### src/rtl/snitch_ro_cache_ctrl_if.sv
// snitch_ro_cache_ctrl_if: config request, cache monitor and cache control signals of the RO cache sequencer
interface snitch_ro_cache_ctrl_if #(
  parameter int AxiAddrWidth = 48,
  parameter int NrAddrRules  = 1,
  parameter int CntW         = 3
);
  localparam int AW = NrAddrRules * AxiAddrWidth;
  logic          cfg_valid_i;
  logic          cfg_ready_o;
  logic          cfg_enable_i;
  logic          cfg_flush_i;
  logic [AW-1:0] cfg_start_addr_i;
  logic [AW-1:0] cfg_end_addr_i;
  logic          mon_ar_hs_i;
  logic          mon_r_last_hs_i;
  logic          enable_o;
  logic          flush_valid_o;
  logic          flush_ready_i;
  logic [AW-1:0] start_addr_o;
  logic [AW-1:0] end_addr_o;
  logic          busy_o;
  logic          done_o;
  logic [CntW-1:0] outstanding_o;
  modport master (
    output cfg_valid_i, cfg_enable_i, cfg_flush_i, cfg_start_addr_i, cfg_end_addr_i,
           mon_ar_hs_i, mon_r_last_hs_i, flush_ready_i,
    input  cfg_ready_o, enable_o, flush_valid_o, start_addr_o, end_addr_o, busy_o, done_o,
           outstanding_o
  );
  modport slave (
    input  cfg_valid_i, cfg_enable_i, cfg_flush_i, cfg_start_addr_i, cfg_end_addr_i,
           mon_ar_hs_i, mon_r_last_hs_i, flush_ready_i,
    output cfg_ready_o, enable_o, flush_valid_o, start_addr_o, end_addr_o, busy_o, done_o,
           outstanding_o
  );
endinterface

### src/rtl/snitch_ro_cache_ctrl.sv
// snitch_ro_cache_ctrl: drains in-flight cached reads, flushes, then atomically applies a new cache config
module snitch_ro_cache_ctrl #(
  parameter int   AxiAddrWidth = 48,
  parameter int   NrAddrRules  = 1,
  parameter int   MaxTrans     = 4,
  parameter logic EnableRst    = 1'b0
) (
  input logic clk_i,
  input logic rst_i,
  snitch_ro_cache_ctrl_if.slave bus
);
  localparam int AW   = NrAddrRules * AxiAddrWidth;
  localparam int CntW = $clog2(MaxTrans + 1);
  typedef enum logic [1:0] {IDLE, DRAIN, FLUSH, APPLY} state_e;
  state_e state_q, state_d;
  logic [CntW-1:0] cnt_q, cnt_d;
  logic enable_q, en_s, fl_s;
  logic [AW-1:0] start_q, end_q, start_s, end_s;
  logic inc, dec;
  assign inc = bus.mon_ar_hs_i && !bus.mon_r_last_hs_i;
  assign dec = bus.mon_r_last_hs_i && !bus.mon_ar_hs_i;
  // Saturate at both ends; the assertions below flag the monitor protocol violation.
  always_comb begin
    cnt_d = cnt_q;
    if (inc && cnt_q != CntW'(MaxTrans)) cnt_d = cnt_q + CntW'(1);
    else if (dec && cnt_q != '0) cnt_d = cnt_q - CntW'(1);
  end
  always_comb begin
    state_d = state_q;
    unique case (state_q)
      IDLE:  state_d = bus.cfg_valid_i ? DRAIN : IDLE;
      DRAIN: state_d = (cnt_q == '0 && !bus.mon_ar_hs_i) ? (fl_s ? FLUSH : APPLY) : DRAIN;
      FLUSH: state_d = bus.flush_ready_i ? APPLY : FLUSH;
      default: state_d = IDLE;
    endcase
  end
  always_ff @(posedge clk_i) begin
    if (rst_i) begin
      state_q  <= IDLE;
      cnt_q    <= '0;
      enable_q <= EnableRst;
      start_q  <= '0;
      end_q    <= '0;
      en_s     <= 1'b0;
      fl_s     <= 1'b0;
      start_s  <= '0;
      end_s    <= '0;
    end else begin
      state_q <= state_d;
      cnt_q   <= cnt_d;
      if (state_q == IDLE && bus.cfg_valid_i) begin
        en_s    <= bus.cfg_enable_i;
        fl_s    <= bus.cfg_flush_i;
        start_s <= bus.cfg_start_addr_i;
        end_s   <= bus.cfg_end_addr_i;
      end
      if (state_q == APPLY) begin
        enable_q <= en_s;
        start_q  <= start_s;
        end_q    <= end_s;
      end
    end
  end
  assign bus.cfg_ready_o   = state_q == IDLE;
  assign bus.busy_o        = state_q != IDLE;
  assign bus.enable_o      = enable_q && state_q == IDLE;
  assign bus.flush_valid_o = state_q == FLUSH;
  assign bus.done_o        = state_q == APPLY;
  assign bus.start_addr_o  = start_q;
  assign bus.end_addr_o    = end_q;
  assign bus.outstanding_o = cnt_q;
  a_cnt_overflow: assert property (@(posedge clk_i) disable iff (rst_i)
    !(inc && cnt_q == CntW'(MaxTrans)));
  a_cnt_underflow: assert property (@(posedge clk_i) disable iff (rst_i)
    !(dec && cnt_q == '0));
endmodule

### src/flat_wrapper.sv
// flat-port wrapper written by rule: the top's interface ports become plain ports
module snitch_ro_cache_ctrl_flat 
#(
  parameter int   AxiAddrWidth = 48,
  parameter int   NrAddrRules  = 1,
  parameter int   MaxTrans     = 4,
  parameter logic EnableRst    = 1'b0
)
  (clk_i, rst_i, bus_cfg_valid_i, bus_cfg_enable_i, bus_cfg_flush_i, bus_cfg_start_addr_i, bus_cfg_end_addr_i, bus_mon_ar_hs_i, bus_mon_r_last_hs_i, bus_flush_ready_i, bus_cfg_ready_o, bus_enable_o, bus_flush_valid_o, bus_start_addr_o, bus_end_addr_o, bus_busy_o, bus_done_o, bus_outstanding_o);
  snitch_ro_cache_ctrl_if #(.AxiAddrWidth(AxiAddrWidth), .NrAddrRules(NrAddrRules), .CntW(3)) bus_i ();
  input logic clk_i;
  input logic rst_i;
  input wire logic [$bits(bus_i.cfg_valid_i)-1:0] bus_cfg_valid_i;
  input wire logic [$bits(bus_i.cfg_enable_i)-1:0] bus_cfg_enable_i;
  input wire logic [$bits(bus_i.cfg_flush_i)-1:0] bus_cfg_flush_i;
  input wire logic [$bits(bus_i.cfg_start_addr_i)-1:0] bus_cfg_start_addr_i;
  input wire logic [$bits(bus_i.cfg_end_addr_i)-1:0] bus_cfg_end_addr_i;
  input wire logic [$bits(bus_i.mon_ar_hs_i)-1:0] bus_mon_ar_hs_i;
  input wire logic [$bits(bus_i.mon_r_last_hs_i)-1:0] bus_mon_r_last_hs_i;
  input wire logic [$bits(bus_i.flush_ready_i)-1:0] bus_flush_ready_i;
  output wire logic [$bits(bus_i.cfg_ready_o)-1:0] bus_cfg_ready_o;
  output wire logic [$bits(bus_i.enable_o)-1:0] bus_enable_o;
  output wire logic [$bits(bus_i.flush_valid_o)-1:0] bus_flush_valid_o;
  output wire logic [$bits(bus_i.start_addr_o)-1:0] bus_start_addr_o;
  output wire logic [$bits(bus_i.end_addr_o)-1:0] bus_end_addr_o;
  output wire logic [$bits(bus_i.busy_o)-1:0] bus_busy_o;
  output wire logic [$bits(bus_i.done_o)-1:0] bus_done_o;
  output wire logic [$bits(bus_i.outstanding_o)-1:0] bus_outstanding_o;
  assign bus_i.cfg_valid_i = bus_cfg_valid_i;
  assign bus_i.cfg_enable_i = bus_cfg_enable_i;
  assign bus_i.cfg_flush_i = bus_cfg_flush_i;
  assign bus_i.cfg_start_addr_i = bus_cfg_start_addr_i;
  assign bus_i.cfg_end_addr_i = bus_cfg_end_addr_i;
  assign bus_i.mon_ar_hs_i = bus_mon_ar_hs_i;
  assign bus_i.mon_r_last_hs_i = bus_mon_r_last_hs_i;
  assign bus_i.flush_ready_i = bus_flush_ready_i;
  assign bus_cfg_ready_o = bus_i.cfg_ready_o;
  assign bus_enable_o = bus_i.enable_o;
  assign bus_flush_valid_o = bus_i.flush_valid_o;
  assign bus_start_addr_o = bus_i.start_addr_o;
  assign bus_end_addr_o = bus_i.end_addr_o;
  assign bus_busy_o = bus_i.busy_o;
  assign bus_done_o = bus_i.done_o;
  assign bus_outstanding_o = bus_i.outstanding_o;
  snitch_ro_cache_ctrl #(.AxiAddrWidth(AxiAddrWidth), .NrAddrRules(NrAddrRules), .MaxTrans(MaxTrans), .EnableRst(EnableRst)) u_core (.clk_i(clk_i), .rst_i(rst_i), .bus(bus_i));
endmodule
### config.mk
export PLATFORM = sky130hd
export DESIGN_NAME = snitch_ro_cache_ctrl_flat
export DESIGN_NICKNAME = d
export VERILOG_FILES = /design/src/rtl/snitch_ro_cache_ctrl_if.sv /design/src/rtl/snitch_ro_cache_ctrl.sv /design/src/flat_wrapper.sv
export SDC_FILE = /design/constraint.sdc
export NUM_CORES = 1
export LEC_CHECK = 0
export ABC_AREA = 1
export CORE_ASPECT_RATIO = 0.75
export CORE_MARGIN = 2
export CORE_UTILIZATION = 47
export DETAILED_ROUTE_END_ITERATION = 6
export GPL_TIMING_DRIVEN = 0
export PLACE_DENSITY = 0.87
export SETUP_SLACK_MARGIN = 0.15
export SLEW_MARGIN = 30
export SYNTH_ARGS = -nofsm -noshare
export SYNTH_HDL_FRONTEND = slang
export SYNTH_SLANG_ARGS = --single-unit
### constraint.sdc
create_clock -name clk_i -period 1.9 [get_ports clk_i]
set_input_delay 0.38 -clock clk_i [delete_from_list [all_inputs] [get_ports clk_i]]
set_output_delay 0.38 -clock clk_i [all_outputs]
set_load 0.01 [all_outputs]
==> results of run 1 <==
flip-flops by register name, summed over array words and instances, names as in the netlist:
| name | cells |
|---|---|
| u_core.end_s | 48 |
| u_core.start_s | 48 |
| u_core.enable_q | 1 |
| u_core.bus.outstanding_o | 3 |
| u_core.bus.start_addr_o | 48 |
| u_core.bus.end_addr_o | 48 |
| u_core.en_s | 1 |
| u_core.state_q | 2 |
| u_core.fl_s | 1 |
worst max-delay path, stage by stage (launching register included):
cell             delay [ns]
dfxtp_4                0.38
nand2_8                0.12
clkinv_8               0.08
buf_8                  0.14
clkdlybuf4s15_2        0.22
logic make-up (layout without fill, tap and decap cells):
kind of cell,Yosys count,after routing,share of synthesized area [%]
simple gates,416,416,22.7
buf+inv,75,313,5.17
flops,200,200,57.4
compound gates,201,201,14.4
fa+ha+maj,1,1,0.287
area by class of cell:
cell class                      instances  area share, %
Buffer                                 61           3.30
Clock buffer                           18           4.42
Tap cell                              200           2.52
Multi-Input combinational cell        618           26.4
Sequential cell                       200           40.3
Clock inverter                         12           1.13
Timing Repair Buffer                  208           21.3
Inverter                               14          0.654
Yosys cell counts (2+ instances only):
master / n
a21oi_1: 3
buf_2: 14
buf_4: 4
buf_6: 6
clkbuf_1: 35
dfxtp_1: 200
inv_1: 11
inv_2: 2
nand2_1: 10
nand3_1: 2
nor2_1: 401
o21ai_0: 184
o21ai_1: 13
layout by cell type, fill, tap and decap left out:
cell type,netlist,final
nor2_1,401,400
dfxtp_1,200,198
o21ai_0,184,184
clkdlybuf4s50_1,0,181
clkbuf_1,35,27
dlymetal6s2s_1,0,18
clkbuf_16,0,17
o21ai_1,13,13
buf_2,14,13
inv_1,11,11
nand2_1,10,10
clkbuf_2,1,10
buf_6,6,6
dlygate4sd2_1,0,6
buf_4,4,5
clkinv_4,0,5
inv_8,0,4
a21oi_1,3,3
nand3_1,2,2
clkinvlp_4,0,2
dfxtp_4,0,2
nand2_8,0,1
clkinv_8,0,1
buf_8,0,1
nor2_4,1,1
nor2_2,0,1
nand2_4,1,1
inv_2,2,1
clkinv_1,1,1
buf_1,1,1
a31oi_1,1,1
fa_1,1,1
clkbuf_8,0,1
inv_6,0,1
clkdlybuf4s15_2,0,1
power by group through the flow:
| stage | Combinational, W | Sequential, W | Clock (W) |
|---|---|---|---|
| after global routing | 0.00148 | 0.00470 | 0.00363 |
| after detailed placement | 0.00131 | 0.00476 | 0 |
| after CTS | 0.00131 | 0.00467 | 0.00346 |
| after floorplan | 0.000707 | 0.00476 | 0 |
| after global placement | 0.00127 | 0.00474 | 0 |
| final | 0.00131 | 0.00467 | 0.00342 |
how the worst max path moves through the flow:
stage / endpoint / slack, ns / cells past startpoint
after global placement: bus_done_o / -0.23 / 4
final: bus_done_o / 0.14 / 4
after CTS: bus_done_o / 0.06 / 4
after detailed placement: u_core.start_s[18] / -0.26 / 6
after global routing: bus_done_o / 0.08 / 4
after floorplan: u_core.bus.outstanding_o[2] / 0.49 / 8
through the flow:
stage	power, W	cells
floorplan	0.00546	893
global placement	0.00602	1300
detailed placement	0.00607	1300
CTS	0.00943	1330
global route	0.00981	1331
finish	0.00940	1331
per-layer routing:
layer	wire length [um]	up-vias	share of wire, %	track usage (%)
met5	0	-	0	0
met4	324	0	1.7	7.77
met3	1230	26	6.5	5.79
met2	8890	212	47	40.5
met1	8440	2997	45	30.2
li1	-	3304	-	-
timing repair:
| item | in CTS | in global routing |
|---|---|---|
| endpoints found under the hold margin | 0 | 0 |
| resized for setup | 23 | 37 |
| setup endpoints to repair | 8 | 43 |
| setup buffers | 0 | 1 |
| pin swaps | 0 | 1 |
==> results.md, run 1 <==
- Post-cts hold buffer count: 0
- Placeable Area: 14500 sq um
- Relative slew slack: 69.7%
- LEAKAGE: 4.18 nW
- Initial antenna violation count: 0
- Io pins: ~210
- CTS tree: yes
- Hold Path Class: reg2reg
- Worst Hold End: u_core.bus.start_addr_o[0]
- Final hold vios: 0
- R2R Path End: u_core.bus.end_addr_o[19]
- DRC: 0
- Final Skew: between 0.009 and 0.01 ns
- Area contributors post-synth: dfxtp_1 57%, nor2_1 22%, o21ai_0 13%, clkbuf_1 1.9%, buf_2 1.0%
- DP HPWL: 13600 um
- Root Driver: clkbuf_16
- Hold slack: 0.479 ns
- Post-layout min period: 1.76 ns
- R2r worst-path depth: 6
- # fillers: 1210
- Rows: 38
- # H-tree levels: 4
- Setup violators final: 0
- Pre-CTS WS: -0.261 ns
- Slew Viols, Final: 0
- WHS Path Cells: 2
- Critical path launch point type: flop
- CP arrival: 1.38 ns
- CP endpoint kind: primary output
- Post-Route Setup TNS: 0 ns
- Crit path kind: reg2out
- Power Density: ~950 nW/um^2
- Syn Inst Count: 893
- Detail Route Antenna Nets: 0
- Clock Latency Late Sink: 0.42 ns
- Routed len/inst: approximately 14 um
- Layout cell share with drive strength beyond 1: 6.54%
- Number of diodes: 0
- All-Layer GR Usage: 23.9%
- Hold Path Origin: u_core.bus.start_addr_o[0]
- Final Cycle Share: 92.5%
- CTS Buffer Depth: 2
- Setup slack on the worst flop-to-flop path: 0.35 ns
- Die height: 109 um
- Comb pwr share: 13.9%
- Vias in the first global route: between 6000 and 7000
- Post-synth ARST share: 0%
- EDFF count, synth: 0
- Clock Sinks: 200
- Area Overhead vs Synth: 42.6%
- Syn_nets: 998
- RSZ-0062 raised after global routing: yes
- Worst r2r src: u_core.state_q[0]
- Die Wd: roughly 140 um
- Fin area: approximately 10000 sq um
- Worst slew pin tran: around 0.45 ns
- GPL Wtd Cong: just over 0.8
- Total global routing overflow: 0
- Reg area: 4010 sq um
- PnR worst setup slack: 0.142 ns
- Port Buf Inserts: a little over 200
- Nets: 1225
- DR vias/cell: 4.91
- Max cap viols: 0
- Yosys cell types: 21
- Share of the synthesized area in the top cell type: 57.4%
- Psw: 0.00254 W
- Peak VDD IR: between 0.5 and 0.6 mV
- Via count: approximately 6500
- Die area: 15800 sq um
- Final core occ: 68.6%
- Clock share of power: 36.4%
- Fmax: between 500 and 600 MHz
- Pint: 0.00686 W
- Clock-pin slew on the worst setup and hold paths: 0.07 ns
- Ys flop type: dfxtp_1
- Worst EP required: 1.52 ns
- Synth Area per Inst: 7.81 sq um
- Multi-input logic area: 2630 sq um
- Status: complete, no violations
- Area of placed instances: 9300 sq um
- Syn Std Cell Area: ~7000 sq um
- Yosys reg bits: 200
- Largest net degree at the start of global routing: 19
- Register area share after synthesis: 57.4%
- Iteration count of the initial detailed-routing pass: 5
- Starting density of the core: between 40% and 50%
- Yosys synthesis warning count: 0
- Crit-path max FO: 10
- Seq pwr share: about half
- First-pass GRT wire length: between 20000 and 30000 um
- Worst Setup SP: u_core.state_q[0]
- Net Sw Frac: 27.0%
- Final WL: 18900 um
- CTS Buf Count: 17
- Synth area leader: dfxtp_1
- Iteration-0 DRC Markers: between 400 and 500
(Power assumes the default switching activity.)
==> run 2, diff against run 1 <==
- CELL_PAD_IN_SITES_DETAIL_PLACEMENT: unset -> 2
- CELL_PAD_IN_SITES_GLOBAL_PLACEMENT: unset -> 2
- CORE_UTILIZATION: 47 -> 26
- PLACE_DENSITY: 0.87 -> 0.86
==> results.md, run 2 (synthesis results as in run 1) <==
- Hold slack: 0.479 ns (-0.000124 ns)
- Iteration count of the initial detailed-routing pass: 4 (-1)
- Die height: 146 um (+33%)
- Setup slack on the worst flop-to-flop path: 0.24 ns (-0.11 ns)
- Crit-path max FO: 2 (-8)
- R2R Path End: u_core.end_s[12]
- Status: complete, no violations
- Via count: 6720 (+2.8%)
- Cells after DPL: 1444 (+11%)
- DRC: 0 (unchanged)
- WP buf/inv: 1 (-2)
- Top Family by Delay on Critical Path: buffers and inverters
- First-pass GRT wire length: 39300 um (+35%)
- Most common cell after layout, fill and taps aside: nor2_1
- Post-route insts no fill: 1480 (+11%)
- Final Skew: 0.00727 ns (-0.00206 ns)
- Worst EP required: 1.52 ns (about the same)
- Number of diodes: 0 (unchanged)
- PnR worst setup slack: 0.178 ns (+0.0360 ns)
- Final Cycle Share: 90.6% (-1.9 points)
- Initial antenna violation count: 0 (unchanged)
- Max cap viols: 0 (unchanged)
- Setup violators final: 0 (unchanged)
- DP HPWL: 18600 um (+37%)
- Io pins: 208 (unchanged)
- Root Driver: clkbuf_16
- Final WL: 25200 um (+34%)
- Starting density of the core: 26.7% (-21 points)
- Detail Route Antenna Nets: 0 (unchanged)
- Worst Setup SP: u_core.bus.end_addr_o[37]
- CTS Buf Count: 17 (unchanged)
- Clock Sinks: 200 (unchanged)
- All-Layer GR Usage: 18.1% (-5.8 points)
- Critical path launch point type: flop
- LEAKAGE: 4.62 nW (+11%)
- Vias in the first global route: 7152 (+18%)
- Clock-pin slew on the worst setup and hold paths: 0.07 ns (about the same)
- Post-layout min period: 1.72 ns (-0.0360 ns)
- RSZ-0062 raised after global routing: yes
- Max stage delay on crit path: 0.55 ns (+0.17 ns)
- Port Buf Inserts: 207 (unchanged)
- Area Overhead vs Synth: 46.6%
- Slew Viols, Final: 0 (unchanged)
- Fmax: 581 MHz (+2.1%)
- Routed len/inst: 17.0 um (+20%)
- Die Wd: 193 um (+33%)
- Total global routing overflow: 0 (unchanged)
- Rows: 51 (+34%)
- Hold Path Class: reg2reg
- Placeable Area: 26200 sq um (+80%)
- Clock Latency Late Sink: 0.43 ns (about the same)
- CP Cell Sequence: clkdlybuf4s50_1
- Post-Route Setup TNS: 0 ns (unchanged)
- # H-tree levels: 4 (unchanged)
- Post-cts hold buffer count: 0 (unchanged)
- Relative slew slack: 62.1% (-7.6 points)
- Worst slew pin tran: 0.568 ns (+0.114 ns)
- DR vias/cell: 4.54 (-7.6%)
- Pre-CTS WS: -0.430 ns (-0.170 ns)
- Die area: 28200 sq um (+78%)
- CP endpoint: bus_end_addr_o[37]
- Slowest cell on crit path: clkdlybuf4s50_1
- GPL Wtd Cong: 0.780 (-5.7%)
- Peak VDD IR: 0.576 mV (-3.5%)
- Final hold vios: 0 (unchanged)
- Fin area: 10200 sq um (+2.8%)
- Iteration-0 DRC Markers: 186 (-59%)
- CTS tree: yes
- CP endpoint kind: primary output
- Crit path kind: reg2out
- Nets: 1228 (+0.24%)
- CTS Buffer Depth: 2 (unchanged)
- Area of placed instances: 9480 sq um (+1.9%)
- Largest net degree at the start of global routing: 17 (-2)
- R2r worst-path depth: 9 (+3)
- Worst r2r src: u_core.state_q[0]
- Layout cell share with drive strength beyond 1: 7.31% (+0.76 points)
- Worst path depth: 1 (-3)
- Power Density: 957 nW/um^2 (+1.2%)
- Commonest non-fill, non-tap cells in the layout: 400 x nor2_1, 198 x dfxtp_1, 184 x o21ai_0
- CP arrival: 1.34 ns (-0.04 ns)
==> run 2: changes by cell type in the layout (fill, tap and decap cells not counted), moves of 3 or more <==
cell	before	now
inv_8	4	0
dlygate4sd2_1	6	29
buf_2	13	10
clkdlybuf4s50_1	181	142
clkbuf_2	10	15
clkinv_2	0	4
dlymetal6s2s_1	18	33
clkinv_4	5	2
buf_4	5	9
clkbuf_1	27	24
==> run 2: through the flow <==
stage | utilization, % | total power (W)
after floorplan | - | 0.00546
after global placement | 36.2 | 0.00609
after detailed placement | 36.2 | 0.00618
after CTS | 38.6 | 0.00991
after global routing | 39.1 | 0.0103
final | 39.1 | 0.00978
==> run 2: routing by layer <==
metal  wire length [um]  GRT usage [%]
met5                  0              0
met4                422           5.04
met3                919           3.38
met2              12100           30.2
met1              11800           23.8
==> run 2: power breakdown <==
part | total, W | leakage (nW) | internal (W) | switching [W]
clock | 0.00371 | 0.291 | 0.00206 | 0.00165
sequential | 0.00468 | 1.64 | 0.00450 | 0.000177
combinational | 0.00139 | 2.69 | 0.000622 | 0.000772
==> run 2: how the worst min path moves through the flow <==
stage | start | end | depth (start not counted)
finish | u_core.bus.start_addr_o[7] | u_core.bus.start_addr_o[7] | 2
floorplan | u_core.enable_q | u_core.enable_q | 2
CTS | u_core.start_s[21] | u_core.start_s[21] | 2
global route | u_core.bus.start_addr_o[8] | u_core.bus.start_addr_o[8] | 2
detailed placement | u_core.start_s[21] | u_core.start_s[21] | 2
global placement | u_core.start_s[17] | u_core.start_s[17] | 2
==> run 2: repair_timing <==
action,in CTS,in global routing
endpoints found under the setup margin,121,88
setup buffers,2,2
pin swaps,2,1
gates resized for setup,53,66
==> run 2: worst reg2reg max path: cells and delay by family, from the launching register on <==
kind          cells  cell delay [ns]
buf+inv           5             0.70
flops             1             0.42
simple gates      4             0.43
==> run 2: cell type report <==
cell class,instances,area [sq um]
multi-input cells,618,2630
flip-flops and latches,200,4010
well taps,344,430
inverters,14,71.3
plain buffers,61,342
clock buffers,22,474
clock inverters,10,118
fillers,2998,15900
repair buffers,211,2140
